$ cat src/rtl/countdown_timer.sv
// Loadable down-counter with terminal-count pulse and optional auto-reload.
// In auto-reload mode it emits one tc strobe every N enabled cycles.
module countdown_timer #(
  parameter int WIDTH = 4
) (
  input  logic             clock,
  input  logic             clear,
  input  logic             load,
  input  logic [WIDTH-1:0] load_val,
  input  logic             enable,
  input  logic             auto_reload,
  output logic [WIDTH-1:0] Q,
  output logic             tc,
  output logic             busy
);

  typedef enum logic {
    IDLE = 1'b0,
    RUN  = 1'b1
  } state_t;

  state_t           state, state_next;
  logic [WIDTH-1:0] count, count_next;
  logic [WIDTH-1:0] reload, reload_next;
  logic             tc_reg, tc_next;

  // NOTE: sequential state uses non-blocking assignments so every register
  // samples the pre-edge values computed by the combinational block.
  always_ff @(posedge clock) begin
    if (clear) begin
      state  <= IDLE;
      count  <= '0;
      reload <= '0;
      tc_reg <= 1'b0;
    end else begin
      state  <= state_next;
      count  <= count_next;
      reload <= reload_next;
      tc_reg <= tc_next;
    end
  end

  // Priority after clear: load, then enabled count, then hold.
  always_comb begin
    state_next  = state;
    count_next  = count;
    reload_next = reload;
    tc_next     = 1'b0;

    if (load) begin
      count_next  = load_val;
      reload_next = load_val;
      state_next  = (load_val != '0) ? RUN : IDLE;
    end else if (state == RUN && enable) begin
      if (count > WIDTH'(1)) begin
        count_next = count - WIDTH'(1);
      end else begin
        // Terminal cycle: auto_reload is only looked at here.
        tc_next = 1'b1;
        if (auto_reload) begin
          count_next = reload;
        end else begin
          count_next = '0;
          state_next = IDLE;
        end
      end
    end
  end

  assign Q    = count;
  assign tc   = tc_reg;
  assign busy = (state == RUN);

endmodule

$ cat config.mk
export PLATFORM = sky130hd
export DESIGN_NAME = countdown_timer
export DESIGN_NICKNAME = d
export VERILOG_FILES = /design/src/rtl/countdown_timer.sv
export SDC_FILE = /design/constraint.sdc
export NUM_CORES = 1
export LEC_CHECK = 0
export BUFFER_PORTS_ARGS = -buffer_cell sky130_fd_sc_hd__buf_2
export CORE_MARGIN = 2
export CORE_UTILIZATION = 35
export CTS_BUF_LIST = sky130_fd_sc_hd__clkbuf_16
export DETAILED_ROUTE_END_ITERATION = 6
export GPL_TIMING_DRIVEN = 1
export PLACE_DENSITY = 0.6
export SLEW_MARGIN = 15
export SYNTH_ARGS = -nofsm -noshare
export SYNTH_HDL_FRONTEND = slang
export SYNTH_SLANG_ARGS = --single-unit
export TNS_END_PERCENT = 1
$ cat constraint.sdc
create_clock -name clock -period 1.3 [get_ports clock]
set_input_delay 0.39 -clock clock [delete_from_list [all_inputs] [get_ports clock]]
set_output_delay 0.39 -clock clock [all_outputs]
set_load 0.01 [all_outputs]
==> impl_metrics.env <==
export IMPL_diodes=0
export IMPL_p_seq_frac=0.322
export IMPL_path_clk_slew_ps=40
export IMPL_p_clk_frac=0.503
export IMPL_final_setup_viol_count=0
export IMPL_worstHoldEndpoint="reload[3]$_SDFFE_PP0P_"
export IMPL_multiInputGateArea_um2=357
export IMPL_p_sw_frac=0.242
export IMPL_slowest_stage="dfxtp_4"
export IMPL_netlist_area_leader_share=0.379
export IMPL_firstDrtPassIters=4
export IMPL_min_delay_path_depth=3
export IMPL_synth_edff_count=0
export IMPL_synth_compound_area_frac=0.197
export IMPL_rsz0062_at_grt="true"
export IMPL_rr_worst_depth=6
export IMPL_p_comb_frac=0.175
export IMPL_yosys_top_cells_area="dfxtp_1 (38%), mux2i_1 (15%), a21oi_1 (5.7%)"
export IMPL_cts_root_buf="clkbuf_16"
export IMPL_die_area_mm2=0.00184
export IMPL_yosys_area_top_type="dfxtp_1"
export IMPL_gr_total_overflow=0
export IMPL_path_cells="inv_4 -> ha_4 -> nor2_4 -> nor3_4 -> a31oi_1 -> a211oi_2"
export IMPL_synth_fp_nets=70
export IMPL_regArea_um2=206
export IMPL_crit_family="compound AO/OA/AOI/OAI gates"
export IMPL_slew_viol_final=0
export IMPL_synthFlopType="dfxtp_1"
export IMPL_dpl_cell_area_um2=642
export IMPL_r2r_end="Q[3]$_SDFFE_PP0P_"
export IMPL_ys_warn_count=0
export IMPL_fp_dieW_um=42.8
export IMPL_vias=522
export IMPL_fin_util=0.538
export IMPL_cts_tree="done"
export IMPL_vias_per_cell=5.44
export IMPL_p_per_area_mw_per_mm2=1390
export IMPL_regToRegStartpoint="Q[0]$_SDFFE_PP0P_"
export IMPL_num_rows=14
export IMPL_grt_pass1_wl_um=2100
export IMPL_yosysMostFrequentCell="dfxtp_1"
export IMPL_synth_adder_area_share=0.0474
export IMPL_crit_type="flip-flop to flip-flop"
export IMPL_hold_violations=0
export IMPL_grt_max_degree=13
export IMPL_power_leakage_nw=0.336
export IMPL_cp_arrival_ps=1450
export IMPL_start_util=0.363
export IMPL_cts_sinks=10
export IMPL_die_height_um=42.8
export IMPL_tightest_slew_ps=318
export IMPL_route_detailed_drc=0
export IMPL_synth_top_family_by_area="compound AO/OA/AOI/OAI gates"
export IMPL_critPathBufInv=1
export IMPL_synthMuxAreaShare=0.152
export IMPL_post_route_period_util=0.999
export IMPL_synthTopCellsByCount="dfxtp_1 (10), mux2i_1 (8), nor2_1 (7)"
export IMPL_max_stage_delay_ps=360
export IMPL_synthXorXnorAreaFrac=0
export IMPL_min_from="load_val[3]"
export IMPL_crit_required_ps=1460
export IMPL_yosysUniqueCellTypes=22
export IMPL_synth_async_reset_ratio=0
export IMPL_clock_path_buffers=2
export IMPL_postRouteAntennaNets=0
export IMPL_cts_hold_buf=0
export IMPL_drt_wl_total_um=1300
export IMPL_grt_antenna_before_repair=0
export IMPL_ys_seq_area_frac=0.379
export IMPL_endpoint_kind="flip-flop"
export IMPL_status="finished, final reports clean"
export IMPL_finalClockSkew_ps=0.667
export IMPL_clock_fmax_mhz=770
export IMPL_final_area_um2=782
export IMPL_dp_hpwl_um=901
export IMPL_yosys_area_share_simple=0.194
export IMPL_cts_max_level=1
export IMPL_power_internal_uw=826
export IMPL_power_switching_uw=263
export IMPL_r2r_slack_ps=2
export IMPL_cap_violations=0
export IMPL_numCtsBuffers=3
export IMPL_peakVddDrop_mv=0.777
export IMPL_relSlewSlack=0.785
export IMPL_synth_area_um2=528
export IMPL_core_area_mm2=0.00145
export IMPL_ioPinCount=15
export IMPL_cp_max_fo=4
export IMPL_clk_latency_ps=240
export IMPL_finalNetCount=92
export IMPL_n_fill_cell=137
export IMPL_start_kind="flip-flop"
export IMPL_drt_initial_drc_count=8
export IMPL_grt_pass1_vias=485
export IMPL_layout_drive_gt1_share=0.438
export IMPL_numPortBuffers=14
export IMPL_worstHoldPathType="primary input to flip-flop"
export IMPL_gp_congestion=0.765
export IMPL_track_usage=0.162
export IMPL_period_minus_slack_ps=1300
export IMPL_synth_seq_cells=10
export IMPL_syn2layout_area_growth_pct=48.1
export IMPL_routed_wire_length_per_instance_um=13.5
export IMPL_synth_avg_cell_area_um2=8.95
export IMPL_synth_cells=59
## worst register-to-register path: stages, from the launching register on
cell and delay [ps]:
dfxtp_4 360, inv_4 60, ha_4 130, nor2_4 40
nor3_4 260, a31oi_1 150, a211oi_2 220
## cells in the final DEF, fill, tap and decap left out
| cell type | count |
|---|---|
| buf_4 | 5 |
| o2bb2ai_1 | 2 |
| dfxtp_4 | 1 |
| a21oi_1 | 6 |
| nor2b_1 | 1 |
| nand2_1 | 4 |
| mux2i_1 | 8 |
| a31oi_1 | 1 |
| o41ai_1 | 1 |
| dfxtp_1 | 7 |
| a22oi_1 | 2 |
| clkinv_1 | 1 |
| o21ai_2 | 1 |
| dfxtp_2 | 2 |
| a311oi_2 | 1 |
| clkbuf_16 | 3 |
| nand2b_1 | 1 |
| nor3_1 | 4 |
| nor3_4 | 1 |
| or3_4 | 1 |
| a211oi_2 | 1 |
| inv_4 | 2 |
| ha_4 | 2 |
| buf_2 | 14 |
| nor2_4 | 1 |
| nor2_1 | 7 |
## area by class of cell
class | instances | share of cell area
multi-input cells | 45 | 0.456
flip-flops and latches | 10 | 0.264
repair buffers | 19 | 0.138
clock buffers | 3 | 0.0960
well taps | 16 | 0.0256
inverters | 2 | 0.0160
clock inverters | 1 | 0.00480
## power by group through the flow
| stage | registers, mW | clock network [mW] | logic, mW |
|---|---|---|---|
| 6_report | 0.351 | 0.548 | 0.191 |
| 5_1_grt | 0.352 | 0.580 | 0.210 |
| 4_1_cts | 0.348 | 0.562 | 0.174 |
| 3_5_place_dp | 0.352 | 0 | 0.162 |
| 3_3_place_gp | 0.352 | 0 | 0.162 |
| 2_1_floorplan | 0.355 | 0 | 0.0975 |
## per-stage QoR
| step | setup slack (ps) | cells | power [mW] | hold WS (ps) | TNS, ps |
|---|---|---|---|---|---|
| 2_1_floorplan | 1.72 | 59 | 0.453 | 460 | 0 |
| 3_3_place_gp | -18.1 | 91 | 0.513 | 481 | -18.1 |
| 3_5_place_dp | -27.0 | 91 | 0.514 | 488 | -27.0 |
| 4_1_cts | 6.43 | 95 | 1.08 | 429 | 0 |
| 5_1_grt | -52.6 | 96 | 1.14 | 443 | -196 |
| 6_report | 1.69 | 96 | 1.09 | 432 | 0 |
## repair_timing
| action | 4_1_cts | 5_1_grt |
|---|---|---|
| pin swaps | 3 | 3 |
| resized for setup | 5 | 9 |
| buffers inserted | 0 | 1 |
| setup endpoints to repair | 3 | 7 |
## how the worst max path moves through the flow
stage | startpoint | end | slack (ps) | cells past startpoint
6_report | Q[0]$_SDFFE_PP0P_ | Q[3]$_SDFFE_PP0P_ | 2 | 6
5_1_grt | Q[0]$_SDFFE_PP0P_ | Q[0]$_SDFFE_PP0P_ | -50 | 6
4_1_cts | Q[2]$_SDFFE_PP0P_ | Q[2] | 6 | 1
3_5_place_dp | Q[1]$_SDFFE_PP0P_ | busy$_SDFFE_PP0P_ | -30 | 6
3_3_place_gp | Q[1]$_SDFFE_PP0P_ | busy$_SDFFE_PP0P_ | -20 | 6
2_1_floorplan | Q[0]$_SDFFE_PP0P_ | Q[2]$_SDFFE_PP0P_ | 2 | 6
## logic make-up (layout without fill, tap and decap cells)
kind of cell    count (synthesis)  after routing
buf+inv                         4             25
simple gates                   20             20
mux                             8              8
fa+ha+maj                       2              2
flops                          10             10
compound gates                 15             15
## routing by layer
| metal | GRT usage | up-vias | part of all wire |
|---|---|---|---|
| met2 | 0.224 | 21 | 0.49 |
| met1 | 0.191 | 239 | 0.42 |
| met4 | 0.138 | 0 | 0.032 |
| li1 | - | 257 | - |
| met3 | 0.0638 | 5 | 0.053 |
| met5 | 0 | - | 0 |
(Power assumes the default switching activity.)
